===== src/rtl/pipe_skid_stage.sv =====
// Elastic pipeline-stage register with a 2-entry skid buffer.
// The stage holds up to two payloads in strict FIFO order. in_ready_o is a
// register, so there is no combinational path from out_ready_i back upstream.
// Flush inserts a bubble, halt freezes everything, and a saturating counter
// records cycles of downstream back-pressure.
module pipe_skid_stage #(
    parameter int                 DATA_W    = 64,
    parameter logic [DATA_W-1:0]  FLUSH_VAL = {DATA_W{1'b0}},
    parameter int                 CNT_W     = 16
) (
    input  logic              clk_i,
    input  logic              rst_i,
    input  logic              flush_i,
    input  logic              halt_i,
    input  logic              in_valid_i,
    output logic              in_ready_o,
    input  logic [DATA_W-1:0] in_data_i,
    output logic              out_valid_o,
    input  logic              out_ready_i,
    output logic [DATA_W-1:0] out_data_o,
    output logic [1:0]        occ_o,
    output logic [CNT_W-1:0]  stall_cnt_o
);

    // State encoding doubles as the occupancy count.
    typedef enum logic [1:0] {
        ST_EMPTY = 2'd0,
        ST_ONE   = 2'd1,
        ST_FULL  = 2'd2
    } state_e;

    localparam logic [CNT_W-1:0] CNT_MAX = {CNT_W{1'b1}};
    localparam logic [CNT_W-1:0] CNT_ONE = {{(CNT_W-1){1'b0}}, 1'b1};

    state_e              state_q, state_d;
    logic [DATA_W-1:0]   main_q, main_d;
    logic [DATA_W-1:0]   skid_q, skid_d;
    logic [CNT_W-1:0]    stall_q, stall_d;
    logic                out_valid_q;
    logic                in_ready_q;
    logic                in_fire_s;
    logic                out_fire_s;

    assign in_fire_s  = in_valid_i & in_ready_q & ~halt_i;
    assign out_fire_s = out_valid_q & out_ready_i & ~halt_i;

    // Next-state and payload selection; main is refilled with FLUSH_VAL
    // whenever the stage drains so an empty stage always presents a bubble.
    always_comb begin
        state_d = state_q;
        main_d  = main_q;
        skid_d  = skid_q;
        if (halt_i) begin
            state_d = state_q;
        end else if (flush_i) begin
            state_d = ST_EMPTY;
            main_d  = FLUSH_VAL;
            skid_d  = FLUSH_VAL;
        end else begin
            case (state_q)
                ST_EMPTY: begin
                    if (in_fire_s) begin
                        state_d = ST_ONE;
                        main_d  = in_data_i;
                    end else begin
                        state_d = ST_EMPTY;
                    end
                end
                ST_ONE: begin
                    if (in_fire_s && out_fire_s) begin
                        main_d = in_data_i;
                    end else if (in_fire_s) begin
                        state_d = ST_FULL;
                        skid_d  = in_data_i;
                    end else if (out_fire_s) begin
                        state_d = ST_EMPTY;
                        main_d  = FLUSH_VAL;
                    end else begin
                        state_d = ST_ONE;
                    end
                end
                ST_FULL: begin
                    if (out_fire_s) begin
                        state_d = ST_ONE;
                        main_d  = skid_q;
                    end else begin
                        state_d = ST_FULL;
                    end
                end
                default: begin
                    state_d = ST_EMPTY;
                    main_d  = FLUSH_VAL;
                    skid_d  = FLUSH_VAL;
                end
            endcase
        end
    end

    // Back-pressure counter: counts stalled-but-valid cycles, sticks at max.
    always_comb begin
        stall_d = stall_q;
        if (out_valid_q && !out_ready_i && !halt_i && (stall_q != CNT_MAX)) begin
            stall_d = stall_q + CNT_ONE;
        end else begin
            stall_d = stall_q;
        end
    end

    // State, payload and handshake registers with synchronous active-low reset.
    always_ff @(posedge clk_i) begin
        if (!rst_i) begin
            state_q     <= ST_EMPTY;
            main_q      <= FLUSH_VAL;
            skid_q      <= FLUSH_VAL;
            stall_q     <= {CNT_W{1'b0}};
            out_valid_q <= 1'b0;
            in_ready_q  <= 1'b1;
        end else begin
            state_q     <= state_d;
            main_q      <= main_d;
            skid_q      <= skid_d;
            stall_q     <= stall_d;
            out_valid_q <= (state_d != ST_EMPTY);
            in_ready_q  <= (state_d != ST_FULL);
        end
    end

    assign in_ready_o  = in_ready_q;
    assign out_valid_o = out_valid_q;
    assign out_data_o  = main_q;
    assign occ_o       = state_q;
    assign stall_cnt_o = stall_q;

endmodule


===== config.mk =====
export PLATFORM = sky130hd
export DESIGN_NAME = pipe_skid_stage
export DESIGN_NICKNAME = d
export VERILOG_FILES = /design/src/rtl/pipe_skid_stage.sv
export SDC_FILE = /design/constraint.sdc
export NUM_CORES = 1
export LEC_CHECK = 0
export CORE_MARGIN = 2
export CORE_UTILIZATION = 45
export CTS_CLUSTER_SIZE = 28
export DETAILED_ROUTE_END_ITERATION = 12
export PLACE_DENSITY = 0.87
export RECOVER_POWER = 25
export SLEW_MARGIN = 20
export SYNTH_ARGS = -nofsm -noshare
export SYNTH_HDL_FRONTEND = slang
export SYNTH_SLANG_ARGS = --single-unit

===== constraint.sdc =====
create_clock -name clk_i -period 1.8 [get_ports clk_i]
set_input_delay 0.27 -clock clk_i [delete_from_list [all_inputs] [get_ports clk_i]]
set_output_delay 0.27 -clock clk_i [all_outputs]
set_load 0.02 [all_outputs]

Word-level counts from Yosys, hierarchy flattened
Index checks and enable logic that the tools add are counted.
{ "totals": {"reg_bits": 148, "inputBits": 70, "word_cells": 52} }
{ "op_classes": {"addsub": 1, "n_eq_ne": 11, "n_mux": 18, "n_bitwise": 5, "reduce_logical": 11} }
{ "ops": {"columns": ["operator", "count"], "rows": [
  ["2-to-1 mux 64 bit", 8],
  ["one-hot mux 64 bit (3 select lines)", 1],
  ["one-hot mux 64 bit (2 select lines)", 1],
  ["adder 16 x 1 -> 16 bit, second input constant", 1],
  ["!= test 16 bit, second input constant", 1],
  ["!= test 3 bit, second input constant", 4],
  ["2-to-1 mux 2 bit", 5],
  ["!= test 4 bit, second input constant", 2],
  ["one-hot mux 2 bit (3 select lines)", 1],
  ["AND reduction 5 bit", 1],
  ["AND 1 bit", 4],
  ["logical AND 1 bit", 4],
  ["AND reduction 4 bit", 1],
  ["== test 2 x 1 -> 1 bit, second input constant", 1],
  ["== test 2 bit, second input constant", 1],
  ["logical NOT 1 bit", 2],
  ["logical NOT 2 bit", 1],
  ["2-to-1 mux 1 bit", 2],
  ["!= test 2 x 1 -> 1 bit, second input constant", 1],
  ["!= test 2 bit, second input constant", 1],
  ["nonzero test 2 bit", 1],
  ["OR reduction 2 bit", 1],
  ["NOT 1 bit", 1]
]} }

Longest topological paths before layout
Gate-level depths: netlist (run 1).
{ "logic_depth": {"word_depth": 9, "mapped_depth": 7, "mapped_depth_nobuf": 5} }

Worst setup path before layout (run 1)
Ideal clock, no wire load.
{ "synth_path": {"path_kind": "flip-flop to flip-flop", "from": "register stall_q[2] (netlist: stall_cnt_o[2])", "to": "register stall_q[14] (netlist: stall_cnt_o[14])", "arrival_time_ps": 1804, "t_required_ps": 1728, "setup_slack_ps": -77, "stages_incl_launch_ff": 6, "path_cell_list": "dfxtp_1 nand4_4 or3_1 clkbuf_2 or4_1 a21oi_1"} }
{ "synth_between": {"elab_chain_cells": 2, "elab_cells_between_ends": 3, "cone_classes": "1 x add/sub; 1 x eq/ne; 1 x reduce/logical"} }
{ "synth_lines": {"columns": ["element", "line", "text"], "rows": [
  ["from (decl)", "38", "logic [CNT_W-1:0] stall_q, stall_d;"],
  ["from (signal assigned)", "115", "stall_q <= {CNT_W{1'b0}};"],
  ["from (signal assigned)", "122", "stall_q <= stall_d;"],
  ["parallel branches: the longest is 2 deep, another holds adder 16 x 1 -> 16 bit", null, null]
]} }
Parallel ways; which one is timed is not known.
A chain may end at the register's enable or synchronous reset.

Final worst setup path (run 1)
{ "layout_path": {"from": "register stall_q[0] (netlist: stall_cnt_o[0])", "to": "output stall_cnt_o[0]"} }
{ "layout_lines": {"columns": ["element", "line", "text"], "rows": [
  ["to (decl)", "22", "output logic [CNT_W-1:0] stall_cnt_o"]
]} }
No word-level cell between the ends.

==> results.md, run 1 <==
- DRT antenna net count: 0
- Clk sinks: 148
- Area of the core: 13800 sq um
- Final hold vios: 0
- Minimum clock period: 1.75 ns
- Slew Limit Fails: 0
- Die ar.: 14900 sq um
- Fillers: 1080
- Residual DRC: 0
- RSZ-0062 raised after global routing: true
- Leak: 3.27 nW
- Highest routed layer: met4
- I/O pin cnt: 154
- Vias per Instance: 5.99
- First-pass GRT wire length: 27600 um
- Combinational power share: 0.097
- Final Cycle Share: 0.974
- CTS tree: built
- Routed WL per cell: 18.7 um
- Chip Height: 122 um
- Metal2 WL: 8710 um
- Tightest Hold Check Type: flip-flop to flip-flop
- Initial antenna violation count: 0
- H-tree depth: 4
- Register bit total from synthesis: 148
- Synth top area cells: dfxtp_1, a22o_1, mux2i_1
- Clk buf depth: 2
- Tightest Pin Transition: 0.430 ns
- Crit path capture type: output pin
- HPWL Detailed: 11900 um
- Drt pass-1 iters: 5
- Slowest stage delay, CP: 0.60 ns
- Worst-Skew Late Latency: 0.42 ns
- Drt first-iter violations: 341
- I/O Buffers: 153
- Routed WL: 17600 um
- Internal power: 6.03 mW
- Post-synth EDFFs: 0
- Mapped Nets: 645
- Share of layout cells above drive strength 1: 0.126
- Netlist Area Pre-Place: 6270 sq um
- Inserted Diodes: 0
- # setup viols final: 0
- Worst setup margin: 0.0461 ns
- Placed Cells: 909
- Clk pwr share: 0.469
- Routed wl met3: 982 um
- Rows: 43
- Post-synth top area cell: dfxtp_1
- Initial Util: 0.456
- Most instantiated cells after synthesis: dfxtp_1, a22o_1, mux2i_1
- Largest net degree at the start of global routing: 43
- Post-CTS setup buffers: 0
- Worst VDD drop: 0.000615 V
- Post-route insts no fill: 941
- DIE WIDTH: 122 um
- Worst EP required: 1.53 ns
- Vias: 5640
- Ys Warns: 0
- Seq/Total Area, Yosys: 0.472
- Post-Syn Instances: 574
- CP max FO: 5
- Startpoint Class: flip-flop
- Status: completed
- CP Cell Sequence: buf_4 -> clkdlybuf4s50_1
- Sequential share of power: 0.434
- Mean post-synth cell area: 10.9 sq um
- Share of the synthesized area in the top cell type: 0.472
- Cell Pwr Density: 869 nW/um^2
- Net Sw Power: 1.72 mW
- Worst rel slew slack: 0.712
- Met1 WL: 7540 um
- Hold slack: 0.476 ns
- Switching Fraction: 0.222
- Arrival time at the worst endpoint: 1.48 ns
- F_max: 0.570 GHz
- Remaining Overflow, GRT: 0
- MaxCap Viol Count: 0
- GP Congestion: 0.906
- Clock transition at path regs: 0.06 ns
- Cts hold-fix bufs: 0
- Synth-to-layout area growth: 42.1%
- Slowest cell on crit path: clkdlybuf4s50_1
- GRT Total Usage: 0.236
- Final net count: 819
- Setup Crit Path Kind: flip-flop to output pin
- Most frequent cell after synthesis: dfxtp_1
- Setup WS pre-CTS: -0.316 ns
- Total CTS buffers: 17
- Clk_skew: 0.00690 ns
- Synth unique cells: 48
- Asr flop ratio synth: 0
- CTS root buf: clkbuf_16
- Number of global-route vias before repair: 5543
- Most used DFF post-synth: dfxtp_1
## sequential cells by signal, summed over array words and instances, names as in the netlist
signal and count:
out_data_o 64, skid_q 64, stall_cnt_o 16, occ_o 2, in_ready_o 1, out_valid_o 1
## metrics by stage
| step | cell area (sq um) | power, mW | setup TNS [ns] | utilization |
|---|---|---|---|---|
| global placement | 8380 | 4.16 | -30.78 | 0.609 |
| detailed placement | 8380 | 4.19 | -34.78 | 0.609 |
| CTS | 8990 | 7.83 | 0 | 0.653 |
| global route | 8920 | 8.01 | -0.246 | 0.648 |
| floorplan | 6280 | 3.75 | 0 | - |
| finish | 8920 | 7.75 | 0 | 0.648 |
## worst paths after layout
| check | from | to | slack (ns) | cells after the start |
|---|---|---|---|---|
| worst min register to register | out_data_o[16] | out_data_o[16] | 0.48 | 1 |
| worst min-delay path | out_data_o[16] | out_data_o[16] | 0.48 | 1 |
| worst max register to register | stall_cnt_o[5] | stall_cnt_o[14] | 0.07 | 4 |
| worst max-delay path | stall_cnt_o[0] | stall_cnt_o[0] | 0.05 | 2 |
## layout by cell type, fill, tap and decap left out, types with 16 or more instances in the layout
cell,instances
dfxtp_1,142
a22o_1,128
clkdlybuf4s50_1,112
mux2i_1,70
o2bb2ai_1,65
buf_4,39
dlygate4sd3_1,27
clkbuf_16,17
nand2_1,16
clkbuf_1,16
## power by group through the flow
stage	registers (mW)	clock network (mW)	logic [mW]
2_1_floorplan	3.48	0	0.270
3_3_place_gp	3.43	0	0.731
3_5_place_dp	3.43	0	0.754
4_1_cts	3.36	3.70	0.758
5_1_grt	3.37	3.84	0.806
6_report	3.36	3.63	0.754
## routing by layer
| metal | GRT usage | up-vias |
|---|---|---|
| li1 | - | 2640 |
| met1 | 0.286 | 2784 |
| met2 | 0.395 | 185 |
| met3 | 0.0613 | 31 |
| met4 | 0.101 | 0 |
| met5 | 0 | - |
## timing repair
item                                    in CTS  in global routing
endpoints found under the setup margin       6                 24
resized for setup                            6                  9
endpoints found under the hold margin        0                  0
pin swaps                                    0                  0
## kinds of logic (layout without fill, tap and decap cells)
kind of cell,after synthesis,in the layout,synth area share
compound gates,225,225,0.305
flops,148,148,0.472
mux,70,70,0.112
simple gates,70,70,0.0704
buf+inv,59,246,0.0375
fa+ha+maj,1,1,0.00199
xor+xnor,1,1,0.00140
## cell type report
type | count | area, sq um | share of cell area
multi-input cells | 367 | 3090 | 0.346
flip-flops and latches | 148 | 2970 | 0.333
repair buffers | 208 | 2000 | 0.224
clock buffers | 24 | 492 | 0.0551
well taps | 180 | 225 | 0.0253
clock inverters | 8 | 123 | 0.0137
inverters | 6 | 22.5 | 0.00253
## worst max-delay path: cells and delay by family, from the launching register on
family | cells | cell delay (ns)
buffers and inverters | 2 | 0.74
flip-flops | 1 | 0.34
(Power assumes the default switching activity.)
==> inputs of run 2 (changes only) <==
- CORE_UTILIZATION: 45 -> 53
- PLACE_DENSITY: 0.87 -> 0.95
- clock period: 1.8 -> 2.2 ns (I/O delays scaled with it)
==> run 2 against run 1 <==
  * Via count is 1.6% lower
  * Clock power is 21% lower
  * Global-route usage is 3.8 points higher
  * Worst hold slack hardly changed
  * Largest power group unchanged
==> results.md, run 2 (synthesis results as in run 1) <==
- Status: completed
- H-tree depth: 4 (unchanged)
- Arrival time at the worst endpoint: 2.33 ns (+0.85 ns)
- Clk buf depth: 2 (unchanged)
- Commonest non-fill, non-tap cell in the layout: dfxtp_1
- Largest net degree at the start of global routing: 65 (+51%)
- I/O Buffers: 153 (unchanged)
- Worst VDD drop: 0.000940 V (+53%)
- Area of the core: 11500 sq um (-17%)
- Drt first-iter violations: 425 (+25%)
- Slew Limit Fails: 0 (unchanged)
- Final hold vios: 0 (unchanged)
- GRT Total Usage: 0.274 (+0.0379)
- MaxCap Viol Count: 0 (unchanged)
- Cts hold-fix bufs: 0 (unchanged)
- Critical Path Sink: skid_q[61]
- Reg area: 2970 sq um (-0.17%)
- GP Congestion: 0.895 (-1.3%)
- Drt pass-1 iters: 5 (unchanged)
- Cell Pwr Density: 716 nW/um^2 (-18%)
- Final net count: 791 (-3.4%)
- RSZ-0062 raised after global routing: false
- Initial Util: 0.547 (+0.0916)
- Share of layout cells above drive strength 1: 0.0941 (-0.0320)
- Area of the multi-input gates: 3090 sq um (unchanged)
- CTS root buf: clkbuf_16
- Clock transition at path regs: 0.06 ns (about the same)
- Slowest cell on crit path: dlygate4sd3_1
- # setup viols final: 0 (unchanged)
- Routed WL per cell: 20.1 um (+7.9%)
- Crit path capture type: flip-flop
- Final Cycle Share: 0.897
- Vias: 5549 (-1.6%)
- Die ar.: 12700 sq um (-15%)
- Worst r2r src: stall_cnt_o[2]
- Post-route cell area: 8650 sq um (-3.0%)
- Rows: 39 (-9.3%)
- Most frequent cells in the layout: dfxtp_1, a22o_1, clkdlybuf4s50_1, mux2i_1, o2bb2ai_1
- Total CTS buffers: 17 (unchanged)
- Initial antenna violation count: 0 (unchanged)
- Post-route insts no fill: 876 (-6.9%)
- Fillers: 712 (-34%)
- Worst-Skew Late Latency: 0.42 ns (about the same)
- Number of global-route vias before repair: 5464 (-1.4%)
- CTS tree: built
- F_max: 0.507 GHz
- Clk sinks: 148 (unchanged)
- Post-CTS setup buffers: 0 (unchanged)
- First-pass GRT wire length: 28000 um (+1.5%)
- Setup slack, reg-to-reg: 0.30 ns (+0.23 ns)
- Reg2Reg Capture Point: stall_cnt_o[14]
- CP Cell Sequence: dlygate4sd3_1 -> clkbuf_4 -> nor3b_1 -> nand2_1 -> nor3_4 -> buf_6 -> a22o_1
- Post-cts repair resize count: 0 (-6)
- Inserted Diodes: 0 (unchanged)
- Minimum clock period: 1.97 ns
- Crit path from: flush_i
- DRT antenna net count: 0 (unchanged)
- CP max FO: 64 (+59)
- Clk_skew: 0.00797 ns (+0.00107 ns)
- Leak: 3.14 nW (-4.1%)
- I/O pin cnt: 154 (unchanged)
- Worst rel slew slack: 0.468 (-0.244)
- Synth-to-layout area growth: 37.9%
- Tightest Pin Transition: 0.798 ns (+0.368 ns)
- Reg2reg path depth: 4 (unchanged)
- Routed WL: 17600 um (+0.43%)
- Tightest Hold Check Type: flip-flop to flip-flop
- Residual DRC: 0 (unchanged)
- Slowest stage delay, CP: 0.59 ns (about the same)
- Setup Crit Path Kind: input pin to flip-flop
- Remaining Overflow, GRT: 0 (unchanged)
- Placement Cell Area: 8080 sq um (-3.6%)
- Chip Height: 113 um (-7.6%)
- Startpoint Class: input pin
- HPWL Detailed: 11400 um (-3.9%)
- Vias per Instance: 6.33 (+5.7%)
- Worst EP required: 2.55 ns (+1.02 ns)
- Placed Cells: 844 (-7.2%)
- DIE WIDTH: 113 um (-7.6%)
## run 2: layer usage
layer  GRT usage  up-vias  wire length [um]
li1            -     2577                 -
met1       0.342     2721              7320
met2       0.453      218              8900
met3      0.0600       33              1010
met4       0.125        0               412
met5           0        -                 0
## run 2: metrics by stage
| step | util | setup slack, ns | hold WS, ns | power (mW) | setup TNS [ns] |
|---|---|---|---|---|---|
| floorplan | - | 0.323 | 0.449 | 3.07 | 0 |
| global placement | 0.705 | 0.0445 | 0.460 | 3.38 | 0 |
| detailed placement | 0.705 | -0.00663 | 0.464 | 3.40 | -0.00663 |
| global route | 0.755 | 0.0959 | 0.484 | 6.35 | 0 |
| finish | 0.755 | 0.227 | 0.476 | 6.20 | 0 |
| CTS | 0.756 | 0.226 | 0.479 | 6.21 | 0 |
## run 2: final cells by class
| cell class | count | area share |
|---|---|---|
| inverter | 6 | 0.00260 |
| clock buffer | 25 | 0.0597 |
| tap | 143 | 0.0207 |
| clock inverter | 7 | 0.00795 |
| multi-input combinational | 367 | 0.357 |
| sequential | 148 | 0.343 |
| timing repair buffer | 180 | 0.209 |
## run 2: worst min path at each step
stage / start / slack, ns / cells past startpoint / to
finish: out_data_o[9] / 0.48 / 1 / out_data_o[9]
global route: out_data_o[9] / 0.48 / 1 / out_data_o[9]
CTS: out_data_o[48] / 0.48 / 1 / out_data_o[48]
detailed placement: skid_q[39] / 0.46 / 1 / skid_q[39]
global placement: skid_q[49] / 0.46 / 1 / skid_q[49]
floorplan: skid_q[0] / 0.45 / 1 / skid_q[0]
## run 2: power by group
group,switching (mW),internal [mW]
clock network,1.11,1.74
registers,0.0311,2.72
logic,0.304,0.287
total,1.45,4.75
## run 2: worst max-delay path, delay by kind of cell
family	cells	cell delay, ns
and+or+nand+nor	3	0.56
AOI/OAI and AO/OA	1	0.24
buffers and inverters	3	1.19
==> inputs of run 3 (changes only) <==
- ABC_AREA: unset -> 1
- CORE_UTILIZATION: 53 -> 54
==> run 3 against run 2 <==
  * Clock-buffer cell count down 7
  * Highest routed layer unchanged
  * Flip-flop and latch count did not move
  * Sequential power hardly changed
  * Largest cell class unchanged
  * Core utilization decreased by 1.4 points
  * Fmax decreased by 2.3%
  * Critical path depth shrank 6
  * Worst hold slack got worse by 0.015 ns
  * Non-clock buffer count down 5
==> results.md, run 3 <==
- CTS tree: built
- Most used DFF post-synth: dfxtp_1
- Initial antenna violation count: 0 (unchanged)
- RSZ-0062 raised after global routing: false
- Post-synth EDFFs: 0 (unchanged)
- Netlist Area Pre-Place: 6690 sq um (+6.6%)
- Tightest Pin Transition: 0.653 ns (-0.144 ns)
- Register bit total from synthesis: 148 (unchanged)
- H-tree depth: 4 (unchanged)
- Ys Warns: 0 (unchanged)
- Clock transition at path regs: 0.06 ns (about the same)
- WP buf/inv: 1 (-2)
- DIE WIDTH: 115 um (+2.2%)
- HPWL Detailed: 12200 um (+6.8%)
- Leak: 3.44 nW (+9.6%)
- Setup slack, reg-to-reg: 0.23 ns (-0.07 ns)
- Tightest Hold Check Type: flip-flop to flip-flop
- Routed WL per cell: 15.0 um (-25%)
- Share of the synthesized area in the top cell type: 0.443 (-0.0293)
- Remaining Overflow, GRT: 0 (unchanged)
- MaxCap Viol Count: 0 (unchanged)
- CP max FO: 8 (-88%)
- Top delay family on crit path: buffers and inverters
- Vias: 7243 (+31%)
- I/O Buffers: 153 (unchanged)
- Synth unique cells: 23 (-52%)
- Minimum clock period: 2.02 ns (+0.0466 ns)
- Commonest non-fill, non-tap cell in the layout: nand2_1
- Post-synth top area cell: dfxtp_1
- Mean post-synth cell area: 6.78 sq um (-38%)
- Clk_skew: 0.00823 ns (+0.000258 ns)
- Total CTS buffers: 17 (unchanged)
- Final Cycle Share: 0.918 (+0.0212)
- Routed WL: 19500 um (+10%)
- Mapped Nets: 1058 (+64%)
- Setup Crit Path Kind: flip-flop to output pin
- F_max: 0.495 GHz (-2.3%)
- Clk sinks: 148 (unchanged)
- GRT Total Usage: 0.298 (+0.0247)
- Worst VDD drop: 0.000573 V (-39%)
- Slowest stage delay, CP: 0.71 ns (+0.12 ns)
- Post-CTS setup buffers: 0 (unchanged)
- Most instantiated cells after synthesis: nand2_1, dfxtp_1, nand3_1
- Arrival time at the worst endpoint: 1.69 ns (-0.64 ns)
- Rows: 40 (+2.6%)
- Drt pass-1 iters: 5 (unchanged)
- Post-layout util: 0.741 (-0.0135)
- Die ar.: 13300 sq um (+4.5%)
- Share of layout cells above drive strength 1: 0.0603 (-0.0338)
- Slew Limit Fails: 0 (unchanged)
- Chip Height: 115 um (+2.2%)
- Drt first-iter violations: 887 (+110%)
- Number of global-route vias before repair: 6943 (+27%)
- Post-Syn Instances: 987 (+72%)
- Most frequent cell after synthesis: nand2_1
- I/O pin cnt: 154 (unchanged)
- CP Cell Sequence: clkdlybuf4s50_1
- Worst EP required: 1.87 ns (-0.68 ns)
- Crit path capture type: output pin
- Seq/Total Area, Yosys: 0.443 (-0.0293)
- GP Congestion: 0.947 (+5.9%)
- Asr flop ratio synth: 0 (unchanged)
- Area of the core: 12100 sq um (+5.2%)
- Slowest cell on crit path: clkdlybuf4s50_1
- First-pass GRT wire length: 31900 um (+14%)
- Largest net degree at the start of global routing: 94 (+45%)
- Inserted Diodes: 0 (unchanged)
- Most frequent cells in the layout: nand2_1, dfxtp_1, nand3_1, a21oi_1, clkdlybuf4s50_1
- Synth-to-layout area growth: 33.6%
- Cell Pwr Density: 693 nW/um^2 (-3.2%)
- Residual DRC: 0 (unchanged)
- # setup viols final: 0 (unchanged)
- Cts hold-fix bufs: 0 (unchanged)
- Final hold vios: 0 (unchanged)
- Clk buf depth: 2 (unchanged)
- Post-cts repair resize count: 0 (unchanged)
- Fillers: 905 (+27%)
- Final net count: 1185 (+50%)
- Synth top area cells: dfxtp_1, nand2_1, nand3_1
- Setup TNS: 0 ns (unchanged)
- Status: completed
- Initial Util: 0.555 (+0.00748)
- Startpoint Class: flip-flop
- Worst rel slew slack: 0.564 (+0.0961)
- DRT antenna net count: 0 (unchanged)
- Vias per Instance: 5.59 (-12%)
- CTS root buf: clkbuf_16
- Pwr Total: 6.20 mW (about the same)
- Worst-Skew Late Latency: 0.43 ns (about the same)
run 3: changes by cell type after synthesis, sizes merged, moves of 15 or more:
cell     previous run  this run
nor2                7        34
a21oi              10       144
o2bb2ai            65         0
nand2              16       408
nand3               6       144
inv                 5        20
mux2i              70         0
buf                21        45
a22o              128         0
run 3: final timing paths:
check	cells after the start	endpoint	from
hold / removal	2	out_data_o[54]	out_data_o[54]
hold reg to reg	2	out_data_o[54]	out_data_o[54]
setup / recovery	1	occ_o[0]	occ_o[0]
setup reg to reg	7	skid_q[28]	occ_o[0]
run 3: metal layers:
metal / vias up / share of wire / GRT usage
met2: 398 / 0.50 / 0.510
met1: 3323 / 0.39 / 0.356
met4: 0 / 0.030 / 0.140
met3: 60 / 0.086 / 0.0669
li1: 3462 / - / -
met5: - / 0 / 0
run 3: final cells by class:
class,count,area (sq um),area share
Multi-Input combinational cell,750,3290,0.368
Sequential cell,148,2960,0.331
Timing Repair Buffer,175,1790,0.201
Clock buffer,18,439,0.0491
Tap cell,168,210,0.0235
Clock inverter,14,161,0.0181
Inverter,22,85.1,0.00952
run 3: cell families after synthesis:
group | share of synthesized area
AOI/OAI and AO/OA | 0.114
xor gates and xnor gates | 0.00786
adders and majority gates | 0.00187
buffers and inverters | 0.0670
DFF | 0.443
and+or+nand+nor | 0.367
run 3: worst register-to-register path: stages, from the launching register on:
cell	delay [ns]
dfxtp_1	0.56
nand2_1	0.20
nor2_4	0.13
nand2_1	0.07
nand2_2	0.08
clkbuf_2	0.53
nand2_1	0.13
a21oi_1	0.20
run 3: per-stage QoR:
stage               hold slack (ns)  setup slack (ns)  instances  instance area [sq um]
global placement              0.451             0.159       1263                   8360
CTS                           0.465             0.143       1295                   8960
detailed placement            0.455             0.116       1263                   8360
global route                  0.477            0.0667       1295                   8940
finish                        0.461             0.180       1295                   8940
floorplan                     0.424             0.402        987                   6690
run 3: report_power, final:
| group | internal [mW] | total [mW] | switching, mW |
|---|---|---|---|
| registers | 2.71 | 2.72 | 0.0166 |
| clock network | 1.80 | 2.93 | 1.13 |
| logic | 0.237 | 0.541 | 0.304 |
| total | 4.75 | 6.20 | 1.45 |
==> patch (flow settings as in run 3) <==
Put one more register stage on the output `stall_cnt_o`, cleared by the reset. The value now appears one clock later. The other outputs are not delayed to match.
--- a/src/rtl/pipe_skid_stage.sv
+++ b/src/rtl/pipe_skid_stage.sv
@@ -129,7 +129,13 @@
     assign out_valid_o = out_valid_q;
     assign out_data_o  = main_q;
     assign occ_o       = state_q;
-    assign stall_cnt_o = stall_q;
+    always_ff @(posedge clk_i) begin
+        if (!rst_i) begin
+            stall_cnt_o <= '0;
+        end else begin
+            stall_cnt_o <= stall_q;
+        end
+    end
 
 endmodule
 
Formal check against the unedited RTL: not equivalent (a bounded check fails within 4 cycles, from zero or initial values and one cycle with rst_i low).
==> patch against run 3 <==
Sequential cell count grew 16. Count of clock-buffer cells in the layout grew 5. Core utilization shrank 2.2 points. Setup slack lost 25 ps. Critical endpoint unchanged. Die area grew 6.5%. Global-route usage shrank 2.2 points. First-iteration DRC count shrank 8.3%. Area after synthesis grew 6.7%. Final area grew 5.2%. Register-to-register slack lost 30 ps. Routed wire length grew 1.7%. Total power grew 4.5%. Largest power group is now sequential cells.
==> patch: results (changes against run 3) <==
| Metric | Value |
|---|---|
| Status | completed (unchanged) |
| Synth Area in Adders | 0.175% (was 0.187%) |
| Worst-case clock skew | 7.63 ps (was 8.23 ps) |
| Post-Synth XOR/XNOR Area | 0.736% (was 0.785%) |
| First-pass GRT wire length | 32,000 um (was 31,900 um) |
| Vias in the first global route | 6,709 (was 6,943) |
| Rel. slew slack | 37.5% (was 56.4%) |
| Wirelength, routed | 19,800 um (was 19,500 um) |
| Final Worst Setup Slack | 155 ps (was 180 ps) |
| Met3 usage in global routing | 4.98% (was 6.69%) |
| Cells after DPL | 1,320 (was 1,263) |
| Reg-to-Reg Start | occ_o[1] (was occ_o[0]) |
| Met2 Routed Length | 9640 um (was 9690 um) |
| Post-synth top cells | 422 x nand2_1, 164 x dfxtp_1, 144 x nand3_1 (was 405 x nand2_1, 148 x dfxtp_1, 144 x nand3_1) |
| Seq/Total Area, Yosys | 46.0% (was 44.3%) |
| Hold Startpoint | out_data_o[8] (was out_data_o[54]) |
| WHS | 462 ps (was 461 ps) |
| End point of the worst hold path | out_data_o[8] (was out_data_o[54]) |
| GRT met2 Usage | 45.9% (was 51.0%) |
| VDD IR max | 494 uV (was 573 uV) |
| Gpl congestion | 0.891 (was 0.947) |
| Drt initial violations | 813 (was 887) |
| Yosys cell types | 22 (was 23) |
| Synth Area in Compound Gates | 10.7% (was 11.4%) |
| Cell Int Power | 4990 uW (was 4750 uW) |
| Via density | 5.52 (was 5.59) |
| Reg2reg setup slack | 200 ps (was 230 ps) |
| Pre-CTS setup slack | 23.9 ps (was 116 ps) |
| Fin nets | 1,234 (was 1,185) |
| DP Area | 8830 sq um (was 8360 sq um) |
| Leak | 0.00372 uW (was 0.00344 uW) |
| Met1 usage | 34.8% (was 35.6%) |
| DP Wirelength | 12,400 um (was 12,200 um) |
| Layout cells sized above 1 | 5.70% (was 6.03%) |
| RR Endpoint | skid_q[15] (was skid_q[28]) |
| First-pass detailed-route iteration total | 7 (was 5) |
| Post-Layout Cell Count | 1,352 (was 1,295) |
| GRT Util Overall | 27.6% (was 29.8%) |
## patch: cell types whose count changed in the layout (fill, tap and decap cells not counted), moves of 2 or more
cell / change
clkdlybuf4s50_1: +3
clkinv_2: -2
clkinv_4: -3
buf_12: +2
clkbuf_8: +2
nand2_1: +16
inv_1: +15
clkbuf_1: +4
dlygate4sd3_1: -3
dfxtp_1: +16
## patch: worst max path at each step
stage / to / from / cells past startpoint
after floorplan: skid_q[10] / occ_o[0] / 9
after global placement: skid_q[57] / halt_i / 8
after detailed placement: skid_q[59] / halt_i / 8
after CTS: skid_q[11] / occ_o[1] / 9
after global routing: skid_q[15] / occ_o[1] / 7
final: occ_o[0] / occ_o[0] / 1
## patch: cell type report
type / instances / area, sq um
Fill cell: 996 / 3680
Clock inverter: 9 / 103
Tap cell: 176 / 220
Timing Repair Buffer: 176 / 1830
Inverter: 38 / 145
Sequential cell: 164 / 3280
Clock buffer: 23 / 478
Multi-Input combinational cell: 766 / 3350
## patch: power by group through the flow
stage | logic (uW) | registers, uW | clock network (uW)
after floorplan | 254 | 3100 | 0
after global placement | 539 | 3080 | 0
after detailed placement | 548 | 3080 | 0
after CTS | 552 | 3010 | 2940
after global routing | 592 | 3010 | 3080
final | 551 | 3010 | 2910
## patch: worst register-to-register path, cell delays in order (launching register included)
cell and delay [ps]:
dfxtp_1 320, inv_2 80, buf_4 260, nand2_1 160
nor2_4 120, buf_4 570, nand3_1 210, a21oi_1 190
## patch: cell families (layout without fill, tap and decap cells)
family | Yosys count | count (layout)
buf+inv | 107 | 246
simple gates | 609 | 609
fa+ha+maj | 1 | 1
flops | 164 | 164
compound gates | 150 | 150
xor+xnor | 6 | 6
